File: config.mk
export PLATFORM = sky130hd
export DESIGN_NAME = ac_group_acc_bank
export DESIGN_NICKNAME = d
export VERILOG_FILES = /design/src/rtl/ac_group_acc_bank.sv
export SDC_FILE = /design/constraint.sdc
export NUM_CORES = 1
export LEC_CHECK = 0
export ABC_AREA = 0
export CELL_PAD_IN_SITES_DETAIL_PLACEMENT = 0
export CELL_PAD_IN_SITES_GLOBAL_PLACEMENT = 1
export CORE_MARGIN = 4
export CORE_UTILIZATION = 38
export DETAILED_ROUTE_END_ITERATION = 6
export GPL_ROUTABILITY_DRIVEN = 1
export PLACE_DENSITY = 0.65
export SETUP_SLACK_MARGIN = 0.1
export SYNTH_ARGS = -nofsm -noshare
export SYNTH_HDL_FRONTEND = slang
export SYNTH_SLANG_ARGS = --single-unit
export TNS_END_PERCENT = 100
File: constraint.sdc
create_clock -name clk -period 5.9 [get_ports clk]
set_input_delay 0.885 -clock clk [delete_from_list [all_inputs] [get_ports clk]]
set_output_delay 0.885 -clock clk [all_outputs]
set_load 0.01 [all_outputs]
File: src/rtl/ac_group_acc_bank.sv
// ac_group_acc_bank: four saturating per-group accumulators feeding an in-order {group,sum} output FIFO
module ac_group_acc_bank #(
  parameter int DATA_W     = 16,
  parameter int ACC_W      = 24,
  parameter int FIFO_DEPTH = 4
) (
  input  logic              clk,
  input  logic              rst,
  input  logic              clear,
  input  logic              valid_in,
  output logic              in_ready,
  input  logic [1:0]        sel_grp,
  input  logic [DATA_W-1:0] data_in,
  input  logic              last_in,
  output logic              out_valid,
  input  logic              out_ready,
  output logic [ACC_W-1:0]  out_data,
  output logic [1:0]        out_grp,
  output logic [3:0]        grp_busy,
  output logic              overflow
);
  localparam int AW = (FIFO_DEPTH > 1) ? $clog2(FIFO_DEPTH) : 1;
  localparam int CW = $clog2(FIFO_DEPTH + 1);
  logic [ACC_W-1:0] acc [4];
  logic [ACC_W+1:0] mem [FIFO_DEPTH];
  logic [AW-1:0]    wr_ptr, rd_ptr;
  logic [CW-1:0]    count;
  logic [ACC_W-1:0] hold_data;
  logic [1:0]       hold_grp;
  logic [ACC_W:0]   wide;
  logic [ACC_W-1:0] sat_sum;
  logic             clamp, xfer, push, pop;
  always_comb begin
    in_ready  = (count != CW'(FIFO_DEPTH)) && !clear;
    xfer      = valid_in && in_ready;
    push      = xfer && last_in;
    out_valid = count != '0;
    pop       = out_valid && out_ready && !clear;
    wide      = {acc[sel_grp][ACC_W-1], acc[sel_grp]} + {{(ACC_W+1-DATA_W){data_in[DATA_W-1]}}, data_in};
    clamp     = wide[ACC_W] != wide[ACC_W-1];
    sat_sum   = clamp ? {wide[ACC_W], {(ACC_W-1){!wide[ACC_W]}}} : wide[ACC_W-1:0];
    out_data  = out_valid ? mem[rd_ptr][ACC_W-1:0] : hold_data;
    out_grp   = out_valid ? mem[rd_ptr][ACC_W+1:ACC_W] : hold_grp;
  end
  // when empty the outputs show the last popped entry, not whatever stale slot rd_ptr lands on
  always_ff @(posedge clk or posedge rst) begin
    if (rst) begin
      for (int i = 0; i < 4; i++) acc[i] <= '0;
      wr_ptr    <= '0;
      rd_ptr    <= '0;
      count     <= '0;
      hold_data <= '0;
      hold_grp  <= '0;
      grp_busy  <= '0;
      overflow  <= 1'b0;
    end else if (clear) begin
      for (int i = 0; i < 4; i++) acc[i] <= '0;
      wr_ptr   <= '0;
      rd_ptr   <= '0;
      count    <= '0;
      grp_busy <= '0;
      overflow <= 1'b0;
    end else begin
      if (xfer) begin
        acc[sel_grp]      <= last_in ? '0 : sat_sum;
        grp_busy[sel_grp] <= !last_in;
        overflow          <= overflow | clamp;
      end
      if (push) wr_ptr <= wr_ptr + 1'b1;
      if (pop) begin
        rd_ptr    <= rd_ptr + 1'b1;
        hold_data <= out_data;
        hold_grp  <= out_grp;
      end
      count <= count + CW'(push) - CW'(pop);
    end
  end
  always_ff @(posedge clk) begin
    if (push) mem[wr_ptr] <= {sel_grp, sat_sum};
  end
endmodule
==> results.ini, run 1 <==
[yosys]
synth_edf_count = 104
synth-xor-area-share_pct = 1.961
ys.flop_type = dfrtp_1
synth.ff_latch_count = 238
synth.avg_cell_area_sq_um = 13.12
async_flop_share_pct = 56.30
synth.distinct_cells = 57
muxShareOfSynthArea_pct = 14.74
synthAdderAreaFrac_pct = 3.578
synth_compound_area_share_pct = 14.48
syn-cell-area_sq_um = 11610
synth_top_family_by_area = multiplexers
yosysSeqAreaShare_pct = 55.78
yosys.area_share.simple_pct = 6.843
yosysWarningCount = 0
synth_nets = 941
netlist_instances = 885

[grt]
groute.usage.overall_pct = 17.71
antenna_found_initial = 1
grt_max_degree = 60
grt_pass1_wl_mm = 46.76
grt_pass1_vias = 7684
overflow = 0

[clocking]
cts_tree = built
numClockSinks = 238
postCtsSetupBuffers = 0
ctsHoldBuffers = 0
htree_levels = 1
clockBufferDepth = 3
insertion_delay_ns = 0.54
clockRootBuffer = clkbuf_16
clk_pin_slew_worst_paths_ns = 0.06
cts_resized = 0
cts_made_buffers = 26

[finish]
final_nets = 998
final_common_cell = dfrtp_1
stdcell_area_sq_um = 13490
area_growth_pct = 16.17
antenna_cells = 0
drive_gt1_share_pct = 20.58
final_cell_mix = dfrtp_1, nand2_1, edfxtp_1

[die]
start_util_pct = 38.87
dieArea_sq_um = 33420
die_h_um = 182.8
coreArea_sq_um = 29870
die_w_um = 182.8
rows = 63
io_pins = 57

[timing]
setup_tns_ns = 0
fmax_ghz = 0.2014
hold_viol = 0
rsz0062_at_grt = false
worst_slew_pin_slew_ns = 1.007
finClkSkew_ns = 0.01989
relSlewSlack_pct = 32.66
whs_ns = 0.4774
finalCriticalPeriod_ns = 4.966
slew_viol_final = 0
min_period_over_period_pct = 84.17
finalSetupViolCount = 0

[critical_path]
crit_path_max_fanout = 23
critical_path_class = in2reg
worstPathRequired_ns = 6.08
arrival_ns = 5.15
cp-end-kind = flip-flop
critPathLaunchType = input port

[outcome]
status = complete, no violations

[detailed_routing]
post_drt_wl_per_cell_um = 21.77
drcViolationCount = 0
firstDrtPassIters = 4
antenna_left = 0
drt_wl_total_mm = 29.43
vias = 7583
drt_iter0_drc = 520
vias_per_cell = 5.609

[power_and_ir_drop]
total_leakage_power_uw = 0.005137
power_frac_comb_pct = 25.0
clkPwrFrac_pct = 32.7
ir_worst_vdd_mv = 0.2229
p_seq_share_pct = 42.4
p_per_area_nw_per_um2 = 344.9
switchingPower_uw = 1260
switching_share_pct = 27.08
intPower_uw = 3392

[worst_hold_path]
hold_class = reg2reg

[placement]
port_buffers = 56
dpl.hpwl_mm = 19.74
gp_congestion = 0.8476
dpl_cell_area_sq_um = 12690

[run]
maxCapViolations = 0

-- Yosys cell counts (5+ instances only) --
cell	instances	share of area (%)
dfrtp_1	134	29
nand2_1	116	3.8
edfxtp_1	104	27
o211ai_1	86	5.6
mux2_2	52	5.0
mux4_2	50	9.7
a21oi_1	43	1.9
o21ai_0	41	1.8
clkbuf_1	32	1.0
ha_1	30	3.2
nor2_1	20	0.65
xnor2_1	18	1.4
inv_1	17	0.55
buf_2	14	0.60
a31oi_1	10	0.54
and3_1	8	0.43
xor2_1	8	0.60
nand3_1	7	0.30
nor2b_1	7	0.38
o21a_1	7	0.45
a22o_1	5	0.38
nand4_1	5	0.27
-- state kept, by name (all words and copies together) (netlist names) --
name       count
acc           96
count          3
grp_busy       4
hold_data     24
hold_grp       2
mem          104
overflow       1
rd_ptr         2
wr_ptr         2
-- worst paths after layout --
kind / startpoint / to / slack, ns / depth (start not counted)
max: sel_grp[0] / mem[1][12] / 0.93 / 11
min: grp_busy[1] / grp_busy[1] / 0.48 / 2
max reg2reg: acc[2] / mem[1][12] / 1.83 / 9
min reg2reg: grp_busy[1] / grp_busy[1] / 0.48 / 2
max in group asynchronous: rst / acc[31] / 4.05 / 3
min in group asynchronous: rst / hold_data[21] / 0.72 / 2
-- critical path: stages --
cell	delay, ns
buf_2	0.57
buf_4	0.36
mux4_2	0.52
ha_1	0.44
and3_1	0.24
nand2_1	0.08
nor2_1	0.26
o211ai_1	0.24
a21o_1	0.38
o21ai_2	0.76
o21ai_0	0.38
-- cell families after synthesis --
family | count (synthesis)
multiplexers | 102
AO/OA/AOI/OAI | 233
adder cells (fa/ha/maj) | 32
XOR/XNOR | 26
flip-flops | 238
buffers and inverters | 72
AND/OR/NAND/NOR | 182
-- stage by stage --
step	worst slack (ns)	util (%)	total power, uW	cells
after floorplan	1.200	-	2696	885
after global placement	0.4092	42.47	3173	1304
after detailed placement	0.4022	42.47	3184	1304
after CTS	0.9459	45.15	4718	1352
after global routing	0.6106	45.15	4895	1352
final	0.9342	45.15	4652	1352
-- power groups by stage --
stage | Clock (uW) | Combinational, uW | Sequential [uW]
floorplan | 0 | 757 | 1940
global placement | 0 | 1170 | 2000
detailed placement | 0 | 1180 | 2010
CTS | 1560 | 1180 | 1980
global route | 1640 | 1260 | 1990
finish | 1520 | 1160 | 1970
-- cell type report --
type | instances | area [sq um]
tap | 390 | 488.0
fill | 2707 | 16390
sequential | 238 | 6477
inverter | 17 | 68.82
clock buffer | 36 | 698.2
clock inverter | 12 | 102.6
timing repair buffer | 84 | 778.2
multi-input combinational | 575 | 4876
-- per-layer routing --
metal / GRT usage, % / part of all wire [%]
met5: 0 / 0.044
met4: 3.933 / 1.9
met3: 2.559 / 5.0
met2: 27.10 / 45
met1: 27.07 / 48
No activity file was read; power rests on OpenSTA's default activity.
==> run 2: changes to the inputs <==
==> constraint.sdc (replaced) <==
create_clock -name clk -period 4.7 [get_ports clk]
set_input_delay 0.705 -clock clk [delete_from_list [all_inputs] [get_ports clk]]
set_output_delay 0.705 -clock clk [all_outputs]
set_load 0.01 [all_outputs]
==> run 2 against run 1 <==
Against the previous run: via count is 1.6% higher; sequential power is 25% higher; power is 30% higher; global-route usage is 0.46 points higher; non-clock buffer count is 32 higher; critical path type unchanged; largest cell class unchanged; highest routed layer is now met4.
==> results.ini, run 2 (same netlist as run 1, synthesis figures left out) <==
[timing]
rsz0062_at_grt = false
relSlewSlack_pct = 36.69
worst_slew_pin_slew_ns = 0.9496
slew_viol_final = 0
finalSetupViolCount = 0
hold_viol = 0
finalCriticalPeriod_ns = 4.068
finClkSkew_ns = 0.009741
min_period_over_period_pct = 86.55
fmax_ghz = 0.2458
setup_tns_ns = 0

[worst_hold_path]
hold_class = reg2reg
hold-path-cell-count = 2
hold_end = grp_busy[1]
worstHoldStart = grp_busy[1]

[clocking]
postCtsSetupBuffers = 0
cts_made_buffers = 26
insertion_delay_ns = 0.53
clk_pin_slew_worst_paths_ns = 0.06
htree_levels = 1
cts_resized = 0
ctsHoldBuffers = 0
clockBufferDepth = 3
cts_tree = built
clockRootBuffer = clkbuf_16
numClockSinks = 238

[detailed_routing]
vias_per_cell = 5.569
drcViolationCount = 0
post_drt_wl_per_cell_um = 21.65
drt_iter0_drc = 536
antenna_left = 0
drt_wl_total_mm = 29.97
vias = 7708
firstDrtPassIters = 5

[critical_path]
arrival_ns = 4.44
critPathLaunchType = input port
reg2regPathDepth = 12
worstPathRequired_ns = 5.07
reg2reg_slack_ns = 1.01
rr_startpoint = acc[24]
r2r-end = acc[79]
cp-end-kind = flip-flop
crit_path_max_fanout = 29
critical_path_class = in2reg

[outcome]
status = complete, no violations

[finish]
final_cells = 1384
final_common_cell = dfrtp_1
regMostFlops = mem
nFillCells = 2708
drive_gt1_share_pct = 23.94
largestRegisters = mem (104), acc (96), hold_data (24)
final_cell_mix = dfrtp_1, nand2_1, edfxtp_1
area_growth_pct = 19.38
final_nets = 1030
antenna_cells = 0
largest_reg_flops = 104

[die]
coreArea_sq_um = 29870
dieArea_sq_um = 33420
rows = 63
io_pins = 57
die_w_um = 182.8
start_util_pct = 38.87
die_h_um = 182.8

[placement]
gp_congestion = 0.8669
dpl.hpwl_mm = 19.97
place_inst = 1336
port_buffers = 56

[grt]
groute.usage.overall_pct = 18.17
grt_pass1_vias = 7884
grt_pass1_wl_mm = 47.89
grt_max_degree = 98
antenna_found_initial = 0
overflow = 0

[run]
maxCapViolations = 0

[power_and_ir_drop]
p_per_area_nw_per_um2 = 436.9
total_leakage_power_uw = 0.005373
ir_worst_vdd_mv = 0.2537

[run 2: cell types whose count changed in the layout (fill, tap and decap cells not counted), moves of 2 or more]
cell | before | now
clkinv_1 | 4 | 1
buf_4 | 27 | 54
and3_2 | 2 | 0
clkbuf_1 | 9 | 2
clkbuf_8 | 1 | 4
a21oi_4 | 4 | 2
and3_1 | 6 | 8
clkinv_2 | 2 | 8
bufinv_16 | 1 | 3
a21oi_2 | 3 | 5
buf_12 | 1 | 6
[run 2: worst max-delay path by stage]
stage	slack, ns	cells after the start	startpoint	to
3_3_place_gp	0.16	13	sel_grp[1]	mem[1][21]
2_1_floorplan	0.18	13	sel_grp[0]	mem[0][16]
6_report	0.63	13	sel_grp[1]	acc[79]
3_5_place_dp	0.11	13	sel_grp[1]	acc[79]
4_1_cts	0.65	13	sel_grp[1]	acc[79]
5_1_grt	0.42	13	sel_grp[1]	acc[53]
[run 2: worst max-delay path, stage by stage]
cell,delay [ns]
clkdlybuf4s50_1,0.51
buf_12,0.14
buf_12,0.20
mux4_2,0.36
ha_1,0.41
a21oi_2,0.23
o211ai_1,0.16
a22o_1,0.28
o21ai_2,0.22
a21oi_4,0.10
buf_4,0.21
o211ai_4,0.66
o211ai_1,0.22
[run 2: power by group]
part           switching (uW)  leakage [uW]  internal (uW)  total (uW)
clock                     842      0.000438           1250        2090
sequential                127       0.00276           2350        2470
combinational             653       0.00217            842        1490
total                    1620       0.00537           4430        6060
[run 2: cell type report]
| cell class | instances | area, sq um | area share [%] |
|---|---|---|---|
| multi-input cells | 575 | 4858 | 35.05 |
| flip-flops and latches | 238 | 6477 | 46.73 |
| inverters | 17 | 68.82 | 0.4965 |
| well taps | 390 | 488.0 | 3.520 |
| clock inverters | 16 | 173.9 | 1.255 |
| repair buffers | 116 | 1081 | 7.799 |
| clock buffers | 32 | 713.2 | 5.145 |
[run 2: routing by layer]
layer	vias up	share of wire [%]	wire, um	global-route usage, %
met1	3924	48	14520	27.57
met4	0	1.9	570	3.874
met5	-	0	0	0
li1	3569	-	-	-
met2	180	45	13360	27.62
met3	35	5.1	1519	3.292
[run 2: through the flow]
step | hold WS [ns] | utilization, % | instance area [sq um] | total power (uW) | worst slack [ns]
6_report | 0.4800 | 46.40 | 13860 | 6055 | 0.6321
4_1_cts | 0.4837 | 46.40 | 13860 | 6136 | 0.6543
5_1_grt | 0.4982 | 46.40 | 13860 | 6354 | 0.4182
3_3_place_gp | 0.4613 | 43.43 | 12970 | 4011 | 0.1558
2_1_floorplan | 0.4446 | - | 11610 | 3384 | 0.1797
3_5_place_dp | 0.4704 | 43.43 | 12970 | 4030 | 0.1056
==> run 3: changes to the inputs <==
--- a/config.mk
+++ b/config.mk
@@ -10,6 +10,7 @@
 export CELL_PAD_IN_SITES_GLOBAL_PLACEMENT = 1
 export CORE_MARGIN = 4
 export CORE_UTILIZATION = 38
+export CTS_CLUSTER_DIAMETER = 50
 export DETAILED_ROUTE_END_ITERATION = 6
 export GPL_ROUTABILITY_DRIVEN = 1
 export PLACE_DENSITY = 0.65
==> run 3 against run 2 <==
Against the previous run: highest routed layer unchanged; combinational power barely moved; clock power is 12% higher; hold slack got worse by 0.00087 ns; register-to-register slack gained 0.02 ns; count of clock-buffer cells in the layout is 5 higher; critical endpoint is now acc[2]; power up 4.3%; largest power group unchanged.
==> results.ini, run 3 (same netlist as run 1, synthesis figures left out) <==
[critical_path]
cp-end-kind = flip-flop
worstPathCellList = clkdlybuf4s50_1 -> buf_12 -> buf_12 -> mux4_2 -> ha_1 -> a21oi_2 -> o211ai_1 -> a22o_1 -> o21ai_2 -> a21oi_4 -> buf_4 -> o211ai_4 -> o211ai_1
arrival_ns = 4.44
reg2reg_slack_ns = 1.03
critPathLaunchType = input port
slowest_delay_ns = 0.67
worstPathRequired_ns = 5.08
crit_slowest_cell = o211ai_4
crit_path_max_fanout = 29
critical_path_class = in2reg

[detailed_routing]
firstDrtPassIters = 5
drt_iter0_drc = 549
antenna_left = 0
drcViolationCount = 0
vias = 7816
vias_per_cell = 5.615
post_drt_wl_per_cell_um = 21.67
drt_wl_total_mm = 30.16

[grt]
grt_max_degree = 98
groute.usage.overall_pct = 18.27
grt.busiest_layer = met1
grt.met2_usage_pct = 27.63
grt_pass1_wl_mm = 48.15
antenna_found_initial = 0
overflow = 0
gr-usage-met3_pct = 3.312
grt_pass1_vias = 8017
use_met1_pct = 27.69

[clocking]
clockBufferDepth = 3
insertion_delay_ns = 0.55
ctsHoldBuffers = 0
htree_levels = 1
cts_resized = 0
postCtsSetupBuffers = 0
clk_pin_slew_worst_paths_ns = 0.06
cts_made_buffers = 30
clockRootBuffer = clkbuf_16
cts_tree = built
numClockSinks = 238

[finish]
utilization_pct = 46.89
final_common_cell = dfrtp_1
drive_gt1_share_pct = 24.45
regMostFlops = mem
area_growth_pct = 20.65
largestRegisters = mem (104), acc (96), hold_data (24)
largest_reg_flops = 104
antenna_cells = 0
final_nets = 1034
stdcell_area_sq_um = 14010
final_cell_mix = dfrtp_1, nand2_1, edfxtp_1

[outcome]
status = complete, no violations

[timing]
whs_ns = 0.4791
finalSetupViolCount = 0
rsz0062_at_grt = false
fmax_ghz = 0.2463
min_period_over_period_pct = 86.39
setup_tns_ns = 0
worst_slew_pin_slew_ns = 0.9601
hold_viol = 0
slew_viol_final = 0
finClkSkew_ns = 0.01511
finalCriticalPeriod_ns = 4.060
relSlewSlack_pct = 36.00

[power_and_ir_drop]
switching_share_pct = 26.90
ir_worst_vdd_mv = 0.2991
p_seq_share_pct = 39.2
power_frac_comb_pct = 23.7
switchingPower_uw = 1698
total_leakage_power_uw = 0.005430
intPower_uw = 4615
clkPwrFrac_pct = 37.1
power_uw = 6313
p_per_area_nw_per_um2 = 450.6

[die]
rows = 63
dieArea_sq_um = 33420
die_h_um = 182.8
io_pins = 57
start_util_pct = 38.87
coreArea_sq_um = 29870
die_w_um = 182.8

[run]
maxCapViolations = 0

[worst_hold_path]
hold_class = reg2reg

[placement]
dpl.hpwl_mm = 19.97
port_buffers = 56
dpl_cell_area_sq_um = 12970
gp_congestion = 0.8669

## run 3: worst max-delay path, delay by kind of cell
kind | cells | cell delay [ns]
buf+inv | 4 | 1.07
compound gates | 7 | 1.86
fa+ha+maj | 1 | 0.41
mux | 1 | 0.37
## run 3: stage by stage
step                instances  setup slack [ns]
CTS                      1392            0.6625
global placement         1336            0.1558
detailed placement       1336            0.1056
floorplan                 885            0.1797
global route             1392            0.4158
finish                   1392            0.6396
## run 3: area by class of cell
| type | count | area [sq um] |
|---|---|---|
| Fill cell | 2685 | 15870 |
| Sequential cell | 238 | 6477 |
| Multi-Input combinational cell | 575 | 4858 |
| Timing Repair Buffer | 116 | 1081 |
| Clock buffer | 37 | 828.3 |
| Tap cell | 390 | 488.0 |
| Clock inverter | 19 | 206.4 |
| Inverter | 17 | 68.82 |
## run 3: layer usage
layer | up-vias | part of all wire, %
met5 | - | 0
met4 | 0 | 2.0
met3 | 44 | 5.6
met2 | 190 | 44
met1 | 4003 | 48
li1 | 3579 | -
## run 3: path summary, 6_finish.rpt
| check | cells after the start | start | endpoint |
|---|---|---|---|
| max | 13 | sel_grp[1] | acc[2] |
| min | 2 | grp_busy[1] | grp_busy[1] |
| max reg2reg | 12 | acc[24] | acc[2] |
| min reg2reg | 2 | grp_busy[1] | grp_busy[1] |
| max in group asynchronous | 3 | rst | acc[53] |
| min in group asynchronous | 2 | rst | hold_data[21] |
## run 3: power by group through the flow
stage / Sequential [uW] / Combinational, uW / Clock, uW
after CTS: 2480 / 1520 / 2390
after floorplan: 2430 / 950 / 0
after global placement: 2510 / 1500 / 0
after global routing: 2500 / 1630 / 2480
after detailed placement: 2520 / 1510 / 0
final: 2470 / 1490 / 2340
